### config.mk
export PLATFORM = sky130hd
export DESIGN_NAME = clb_config_loader
export DESIGN_NICKNAME = d
export VERILOG_FILES = /design/src/rtl/clb_config_loader.sv
export SDC_FILE = /design/constraint.sdc
export NUM_CORES = 1
export LEC_CHECK = 0
export CAP_MARGIN = 5
export CORE_ASPECT_RATIO = 1.4
export CORE_MARGIN = 1.5
export CORE_UTILIZATION = 52
export DETAILED_ROUTE_END_ITERATION = 16
export PLACE_DENSITY = 0.81
export SETUP_SLACK_MARGIN = 0.5
export SLEW_MARGIN = 20
export SYNTH_ARGS = -nofsm -noshare
export SYNTH_HDL_FRONTEND = slang
export SYNTH_SLANG_ARGS = --single-unit
### constraint.sdc
create_clock -name cclk -period 11.3 [get_ports cclk]
set_input_delay 1.695 -clock cclk [delete_from_list [all_inputs] [get_ports cclk]]
set_output_delay 1.695 -clock cclk [all_outputs]
set_load 0.1 [all_outputs]
### src/rtl/clb_config_loader.sv
// clb_config_loader
//   Bitstream-side writer for one slicel configuration port. It takes
//   IN_WIDTH-bit beats over a valid/ready handshake, assembles them LSB-first
//   into a CFG_WIDTH-bit word, then pulses cen for one cclk cycle so the slice
//   LUT/mux/register config stores capture the word.
//   Word layout: {regs_config_in, config_use_cc, inter_lut_mux_config, luts_config_in}.
//   Optional build macro: CLB_CONFIG_PARITY_EN. When it is defined, every frame
//   carries one trailing parity beat, and a frame with bad parity is rejected
//   without a cen pulse.
module clb_config_loader #(
   parameter int CFG_WIDTH = 143,
   parameter int IN_WIDTH  = 8
) (
   input  logic                 cclk,
   input  logic                 rst,
   input  logic                 start,
   input  logic                 bs_valid,
   input  logic [IN_WIDTH-1:0]  bs_data,
   output logic                 bs_ready,
   output logic [CFG_WIDTH-1:0] config_out,
   output logic                 cen,
   output logic                 busy,
   output logic                 done,
   output logic                 err
);

   // Number of data beats in one frame. The last beat may be only partly used.
   localparam int NUM_BEATS = (CFG_WIDTH + IN_WIDTH - 1) / IN_WIDTH;
   localparam int CNT_W     = (NUM_BEATS > 1) ? $clog2(NUM_BEATS) : 1;
   localparam logic [CNT_W-1:0] LAST_BEAT = CNT_W'(NUM_BEATS - 1);

`ifdef CLB_CONFIG_PARITY_EN
   typedef enum logic [2:0] {
      S_IDLE  = 3'd0,
      S_LOAD  = 3'd1,
      S_CHECK = 3'd2,
      S_APPLY = 3'd3,
      S_DONE  = 3'd4,
      S_ERR   = 3'd5
   } state_t;
`else
   typedef enum logic [2:0] {
      S_IDLE  = 3'd0,
      S_LOAD  = 3'd1,
      S_APPLY = 3'd3,
      S_DONE  = 3'd4
   } state_t;
`endif

   state_t                 state_q;
   logic [CNT_W-1:0]       cnt_q;
   logic [CFG_WIDTH-1:0]   cfg_q;
   logic [CFG_WIDTH-1:0]   cfg_d;
   logic                   cen_q;
   logic                   done_q;
`ifdef CLB_CONFIG_PARITY_EN
   logic                   err_q;
   logic                   par_ok;
`endif

   // Merge the current beat into the word. Each config bit belongs to exactly
   // one beat, so a bit loads only when the counter selects that beat. Padding
   // bits of the final beat have no destination bit, so they are dropped.
   for (genvar b = 0; b < CFG_WIDTH; b++) begin : g_bit
      localparam logic [CNT_W-1:0] BEAT = CNT_W'(b / IN_WIDTH);
      assign cfg_d[b] = (cnt_q == BEAT) ? bs_data[b % IN_WIDTH] : cfg_q[b];
   end

`ifdef CLB_CONFIG_PARITY_EN
   // The parity beat must match the XOR of the assembled word only. Padding is
   // never stored, so it cannot affect the result.
   assign par_ok = (bs_data[0] == ^cfg_q);
`endif

   // Loader FSM and datapath. cen, done and err are driven directly from flops.
   always_ff @(posedge cclk or posedge rst) begin
      if (rst) begin
         state_q <= S_IDLE;
         cnt_q   <= '0;
         cfg_q   <= '0;
         cen_q   <= 1'b0;
         done_q  <= 1'b0;
`ifdef CLB_CONFIG_PARITY_EN
         err_q   <= 1'b0;
`endif
      end else begin
         cen_q <= 1'b0;
         case (state_q)
            S_IDLE: begin
               if (start) begin
                  state_q <= S_LOAD;
                  cnt_q   <= '0;
                  cfg_q   <= '0;
               end
            end
            S_LOAD: begin
               // start is ignored in this state. A low bs_valid stalls the load.
               if (bs_valid) begin
                  cfg_q <= cfg_d;
                  if (cnt_q == LAST_BEAT) begin
`ifdef CLB_CONFIG_PARITY_EN
                     state_q <= S_CHECK;
`else
                     state_q <= S_APPLY;
                     cen_q   <= 1'b1;
`endif
                  end else begin
                     cnt_q <= cnt_q + CNT_W'(1);
                  end
               end
            end
`ifdef CLB_CONFIG_PARITY_EN
            S_CHECK: begin
               if (bs_valid) begin
                  if (par_ok) begin
                     state_q <= S_APPLY;
                     cen_q   <= 1'b1;
                  end else begin
                     state_q <= S_ERR;
                     err_q   <= 1'b1;
                  end
               end
            end
            S_ERR: begin
               // Keep the rejected word visible for debug until the next frame.
               if (start) begin
                  state_q <= S_LOAD;
                  err_q   <= 1'b0;
                  cnt_q   <= '0;
                  cfg_q   <= '0;
               end
            end
`endif
            S_APPLY: begin
               // cen is high during this single cycle. The word is already stable.
               state_q <= S_DONE;
               done_q  <= 1'b1;
            end
            S_DONE: begin
               if (start) begin
                  state_q <= S_LOAD;
                  done_q  <= 1'b0;
                  cnt_q   <= '0;
                  cfg_q   <= '0;
               end
            end
            default: begin
               state_q <= S_IDLE;
               cnt_q   <= '0;
               cfg_q   <= '0;
               done_q  <= 1'b0;
            end
         endcase
      end
   end

   // Handshake and status outputs are decoded from the registered state.
`ifdef CLB_CONFIG_PARITY_EN
   assign bs_ready = (state_q == S_LOAD) || (state_q == S_CHECK);
   assign busy     = (state_q == S_LOAD) || (state_q == S_CHECK) || (state_q == S_APPLY);
   assign err      = err_q;
`else
   assign bs_ready = (state_q == S_LOAD);
   assign busy     = (state_q == S_LOAD) || (state_q == S_APPLY);
   assign err      = 1'b0;
`endif

   assign config_out = cfg_q;
   assign cen        = cen_q;
   assign done       = done_q;

endmodule
* Word level (Yosys, flattened, before mapping)
Cells that the tools add are included.
Widths: inputs -> output; s select.
** Word-level totals
- Flip-flop bits (word level) :: 153
- Output and inout bits :: 148
** Cells by class
- Add/sub/neg operators :: 1
- Eq/ne operators :: 42
- Mux-type cells :: 159
- Bitwise operators :: 2
- Reductions and logical operators :: 26
** Operator list (count)
- $pmux 143 s3 :: 1
- $mux 143 :: 2
- $mux 1 :: 147
- $reduce_and 4->1 :: 19
- $eq 5x4->1 const B :: 8
- $ne 2x1->1 const B :: 19
- $eq 5x3->1 const B :: 4
- $mux 5 :: 3
- $pmux 5 s3 :: 1
- $eq 5x2->1 const B :: 2
- $eq 5x5->1 const B :: 2
- $mux 3 :: 3
- $pmux 3 s3 :: 1
- $ne 2x2->1 const B :: 3
- $add 5x1->5 const B :: 1
- $eq 5x1->1 const B :: 1
- $logic_not 5->1 :: 1
- $reduce_or 2->1 :: 2
- $eq 3x1->1 const B :: 1
- $eq 3x2->1 const B :: 1
- $eq 3x3->1 const B :: 1
- $logic_not 3->1 :: 1
- $pmux 1 s3 :: 1
- $reduce_and 3->1 :: 1
- other kinds (3) :: 4

* Logic depth before layout (Yosys ltp)
Gate-level depths: netlist of the first run.
- Depth in word-level cells :: 4
- Gate-level depth with buffers :: 7
- Gate-level depth less buffers :: 6

* Least setup slack after synthesis of the first run
Ideal clock, no wire load.
- Path kind :: flip-flop to output port
- From :: reg state_q[1]
- To :: out bs_ready
- Arrival time :: 1.133 ns
- Required time :: 9.605 ns
- Setup slack :: 8.472 ns
- Cell stages (with the launch flop) :: 4
- Buffers on the path :: 1
- Path through :: dfrtp_1 > or3b_1 > inv_2 > buf_6
** On the way
- Cells in the longest elaborated chain, start to end :: 1
** Ends and longest elaborated chain
- start, declared :: RTL line 50 : state_t state_q;
- start signal, assigned :: RTL line 78 : state_q <= S_IDLE;
- start signal, assigned :: RTL line 91 : state_q <= S_LOAD;
- start signal, assigned :: RTL line 104 : state_q <= S_APPLY;
- $eq 3x1->1 :: RTL line 163 : assign bs_ready = (state_q == S_LOAD);
- end, declared :: RTL line 19 : output logic bs_ready,
Every way passes these cells.

* Worst setup path after layout of the first run
Same ends and word-level chain as after synthesis.

==> flow_summary.json, run 1 <==
{
  "worst_pin_slew_ns": 1.05,
  "cts_resized": 0,
  "synth_top_family_by_area": "compound AO/OA/AOI/OAI gates",
  "dieWidth_um": 95.1,
  "endpoint_kind": "output port",
  "htree_levels": 4,
  "syn_area_sq_um": 6170,
  "outcome": "completed",
  "whs_path_depth": 1,
  "area.growth.synth_to_final_pct": 35.7,
  "post-cts-setup-buffers": 0,
  "rsz0062_at_grt": "no",
  "clkTransAtPathRegs_ns": 0.06,
  "synthMuxAreaShare_pct": 1.80,
  "cts_buffer_depth": 2,
  "core_sq_um": 11500,
  "synth.area.top_cells": "dfrtp_1 62%, a22o_1 20%, o21ai_2 2.3%",
  "min_path_type": "flop to flop",
  "synth_seq_cells": 153,
  "start_kind": "flop",
  "synth-xor-area-share_pct": 0,
  "synth_compound_area_share_pct": 23.2,
  "syn_nets": 459,
  "ys_warn_count": 0,
  "reg2reg_slack_ns": 8.61,
  "cts_buffers": 17,
  "synthAdderAreaFrac_pct": 1.22,
  "cp.arrival_ns": 3.10,
  "synth-edff-count": 0,
  "synth.top_cell.area_share_pct": 62.1,
  "final_antenna_net_count": 0,
  "vias": 4608,
  "diodes": 0,
  "grt_pass1_vias": 4808,
  "clock_tree.root_cell": "clkbuf_16",
  "avgViaCountPerCell": 6.19,
  "finalSetupViolations": 0,
  "reg2reg_depth": 4,
  "drt_wl_total_um": 17300,
  "async_reset_ff_share_pct": 100,
  "nets": 606,
  "grt_pass1_wl_um": 27600,
  "fin_crit_sh_pct": 42.5,
  "drv_slew": 0,
  "synthFlopType": "dfrtp_1",
  "synth_simple_gate_area_share_pct": 7.77,
  "remaining_drc_errors": 0,
  "grt_use_total_pct": 29.4,
  "grt_max_degree": 80,
  "cts_tree": "built",
  "finalSetupTns_ns": 0,
  "path_max_fanout": 21,
  "n_fill_cell": 756,
  "ys_seq_area_share_pct": 62.1,
  "clock_skew_ns": 0.00911,
  "placed_area_sq_um": 7730,
  "pin_count": 160,
  "crit_type": "flop to output port",
  "synth.avg_cell_area_sq_um": 14.0,
  "rows": 46,
  "cts.sinks": 153,
  "design_area_sq_um": 8370,
  "hold_viol": 0,
  "netlist_instances": 441,
  "synth.distinct_cells": 43,
  "required_ns": 9.61,
  "io_buffers": 158,
  "grt-ovfl-total": 0,
  "synth_top_area_cell": "dfrtp_1",
  "drtIter0Drc": 313,
  "die_h_um": 132,
  "routedWlPerCell_um": 23.2,
  "initial_core_util_pct": 53.9,
  "final_cell_mix": "158 x clkdlybuf4s50_1, 153 x dfrtp_1, 139 x a22o_1",
  "first_pass_iters": 4,
  "die_area_sq_um": 12500,
  "dp.final_hpwl_um": 11200,
  "ctsHoldBuffers": 0,
  "slew_headroom_pct": 29.9,
  "max_freq_mhz": 208,
  "insertion_delay_ns": 0.42,
  "final_common_cell": "clkdlybuf4s50_1",
  "routabilityCongestion": 0.854,
  "fin_crit_ns": 4.80,
  "drive_above_1_share_pct": 13.6,
  "antenna_found_initial": 0,
  "maxCapViolCount": 0
}
## sequential cells by signal (all words and copies together) (netlist names)
name        count
config_out    143
cnt_q           5
cen             1
done            1
state_q         3
## stage by stage
stage	setup WS [ns]	std cells	hold slack, ns	utilization [%]
after global placement	6.86	713	0.483	67.5
final	6.50	745	0.500	73.1
after CTS	6.33	745	0.502	73.1
after detailed placement	6.82	713	0.482	67.5
after global routing	6.41	745	0.515	73.1
after floorplan	5.48	441	0.466	-
## critical path: stages, from the launching register on
cell and delay [ns]:
dfrtp_1 0.46, or3b_2 0.78, inv_2 0.27, clkdlybuf4s50_1 1.17
## worst paths after layout
kind	from	endpoint
worst max-delay path	state_q[1]	bs_ready
worst min-delay path	config_out[100]	config_out[100]
worst max register to register	state_q[1]	config_out[101]
worst min register to register	config_out[100]	config_out[100]
max in group asynchronous	rst	config_out[57]
min in group asynchronous	rst	done
## final cells by class
cell class | count | area [sq um] | area share, %
clock buffer | 21 | 470 | 5.62
clock inverter | 11 | 166 | 1.99
inverter | 7 | 31.3 | 0.374
multi-input combinational | 250 | 2110 | 25.2
sequential | 153 | 3830 | 45.7
tap | 144 | 180 | 2.15
timing repair buffer | 159 | 1590 | 19.0
## cells by family (layout without fill, tap and decap cells)
kind of cell,count (synthesis),count (layout)
buffers and inverters,38,198
DFF,153,153
AOI/OAI and AO/OA,166,166
adders and majority gates,6,6
other,1,1
muxes,10,10
and+or+nand+nor,67,67
## cells in the mapped netlist (all sizes together), types with 2 or more instances
master	n
buf	27
nor3	14
nor3b	2
nor2	14
dfrtp	153
nand2b	7
clkbuf	4
nand3b	3
nor4	2
ha	6
and2	11
nand2	5
a21oi	2
a21o	3
mux2	9
inv	7
o21ai	20
and3	3
a22o	139
## per-layer routing
layer,track usage (%),part of all wire [%],vias to the layer above
met4,11.5,2.3,0
met3,7.04,5.7,35
met5,0,0,-
li1,-,-,1970
met1,35.5,38,2404
met2,49.9,54,199
Power of run 1 is not shown: default switching activity piles up to over one toggle a cycle in this logic, so the estimate is an artifact.
==> run 2, diff against run 1 <==
--- a/config.mk
+++ b/config.mk
@@ -8,9 +8,9 @@
 export CAP_MARGIN = 5
 export CORE_ASPECT_RATIO = 1.4
 export CORE_MARGIN = 1.5
-export CORE_UTILIZATION = 52
+export CORE_UTILIZATION = 49
 export DETAILED_ROUTE_END_ITERATION = 16
-export PLACE_DENSITY = 0.81
+export PLACE_DENSITY = 0.77
 export SETUP_SLACK_MARGIN = 0.5
 export SLEW_MARGIN = 20
 export SYNTH_ARGS = -nofsm -noshare
==> constraint.sdc (replaced) <==
create_clock -name cclk -period 4.85 [get_ports cclk]
set_input_delay 0.7275 -clock cclk [delete_from_list [all_inputs] [get_ports cclk]]
set_output_delay 0.7275 -clock cclk [all_outputs]
set_load 0.1 [all_outputs]
==> run 2 against run 1 <==
Compared with the run above: design area rose by 0.31%; count of clock-buffer cells in the layout decreased by 2; sequential share of layout area is 0.14 points lower; critical path depth did not move; setup slack got worse by 5.6 ns; non-clock buffer count increased by 1; via count fell by 1.0%; critical path type unchanged; highest routed layer unchanged.
==> flow_summary.json, run 2 (synthesis results as in run 1) <==
{
  "max_freq_mhz": 253,
  "die_area_sq_um": 13300,
  "grt_pass1_wl_um": 26400,
  "rows": 48,
  "drtIter0Drc": 236,
  "cts_buffers": 17,
  "cp.arrival_ns": 3.23,
  "first_pass_iters": 4,
  "final_antenna_net_count": 0,
  "insertion_delay_ns": 0.41,
  "grt_pass1_vias": 4689,
  "crit_type": "flop to output port",
  "required_ns": 4.12,
  "largest_reg_flops": 143,
  "clock_skew_ns": 0.00604,
  "cts_resized": 0,
  "post-route-util_pct": 68.2,
  "pin_count": 160,
  "dieWidth_um": 97.8,
  "cts.sinks": 153,
  "ctsHoldBuffers": 0,
  "placed_area_sq_um": 7750,
  "finalSetupTns_ns": 0,
  "drt_wl_total_um": 16600,
  "drv_slew": 0,
  "area.growth.synth_to_final_pct": 36.1,
  "hold_viol": 0,
  "die_h_um": 136,
  "cts_buffer_depth": 2,
  "dp.final_hpwl_um": 10900,
  "min_path_type": "flop to flop",
  "outcome": "completed",
  "place_ws_ns": 1.32,
  "finalWorstSetupSlack_ns": 0.891,
  "worst_pin_slew_ns": 1.09,
  "post-cts-setup-buffers": 0,
  "avgViaCountPerCell": 6.06,
  "io_buffers": 158,
  "clkTransAtPathRegs_ns": 0.06,
  "diodes": 0,
  "clock_tree.root_cell": "clkbuf_16",
  "n_fill_cell": 881,
  "routabilityCongestion": 0.787,
  "vias": 4560,
  "maxCapViolCount": 0,
  "final_cell_mix": "158 x clkdlybuf4s50_1, 153 x dfrtp_1, 139 x a22o_1",
  "rsz0062_at_grt": "no",
  "finalSetupViolations": 0,
  "grt_max_degree": 154,
  "htree_levels": 4,
  "antenna_found_initial": 0,
  "cts_tree": "built",
  "design_area_sq_um": 8400,
  "slew_headroom_pct": 27.4,
  "nets": 607,
  "fin_crit_ns": 3.96,
  "grt-ovfl-total": 0,
  "fin_crit_sh_pct": 81.6,
  "grt_use_total_pct": 25.9,
  "routedWlPerCell_um": 22.1,
  "path_max_fanout": 21,
  "drive_above_1_share_pct": 13.8,
  "initial_core_util_pct": 50.1,
  "remaining_drc_errors": 0,
  "core_sq_um": 12300,
  "endpoint_kind": "output port",
  "final_common_cell": "clkdlybuf4s50_1",
  "start_kind": "flop"
}
[run 2: worst max-delay path, stage by stage (launching register included)]
cell and delay (ns):
dfrtp_1 0.46, or3b_1 0.82, inv_2 0.34, clkdlybuf4s50_1 1.19
[run 2: through the flow]
| step | hold WS (ns) | cells |
|---|---|---|
| 2_1_floorplan | 0.466 | 441 |
| 3_3_place_gp | 0.483 | 720 |
| 3_5_place_dp | 0.480 | 720 |
| 4_1_cts | 0.504 | 752 |
| 5_1_grt | 0.514 | 752 |
| 6_report | 0.503 | 752 |
[run 2: per-layer routing]
metal	share of wire, %	track usage (%)	up-vias
li1	-	-	1969
met1	40	32.7	2380
met2	52	43.1	183
met3	6.4	7.59	28
met4	1.7	8.33	0
met5	0	0	-
[run 2: final cells by class]
class / count / area (sq um) / share of cell area [%]
Clock buffer: 19 / 453 / 5.39
Inverter: 7 / 30.0 / 0.358
Tap cell: 150 / 188 / 2.23
Multi-Input combinational cell: 250 / 2100 / 25.0
Clock inverter: 13 / 191 / 2.28
Timing Repair Buffer: 160 / 1610 / 19.2
Sequential cell: 153 / 3830 / 45.6
[run 2: final timing paths]
check / start / end / slack (ns) / cells after the start
setup / recovery: state_q[1] / bs_ready / 0.89 / 3
hold / removal: config_out[118] / config_out[118] / 0.50 / 1
setup reg to reg: state_q[1] / config_out[123] / 2.04 / 4
hold reg to reg: config_out[118] / config_out[118] / 0.50 / 1
max in group asynchronous: rst / config_out[90] / 3.38 / 3
min in group asynchronous: rst / config_out[4] / 0.87 / 3
Power of run 2 is left out for the same reason.
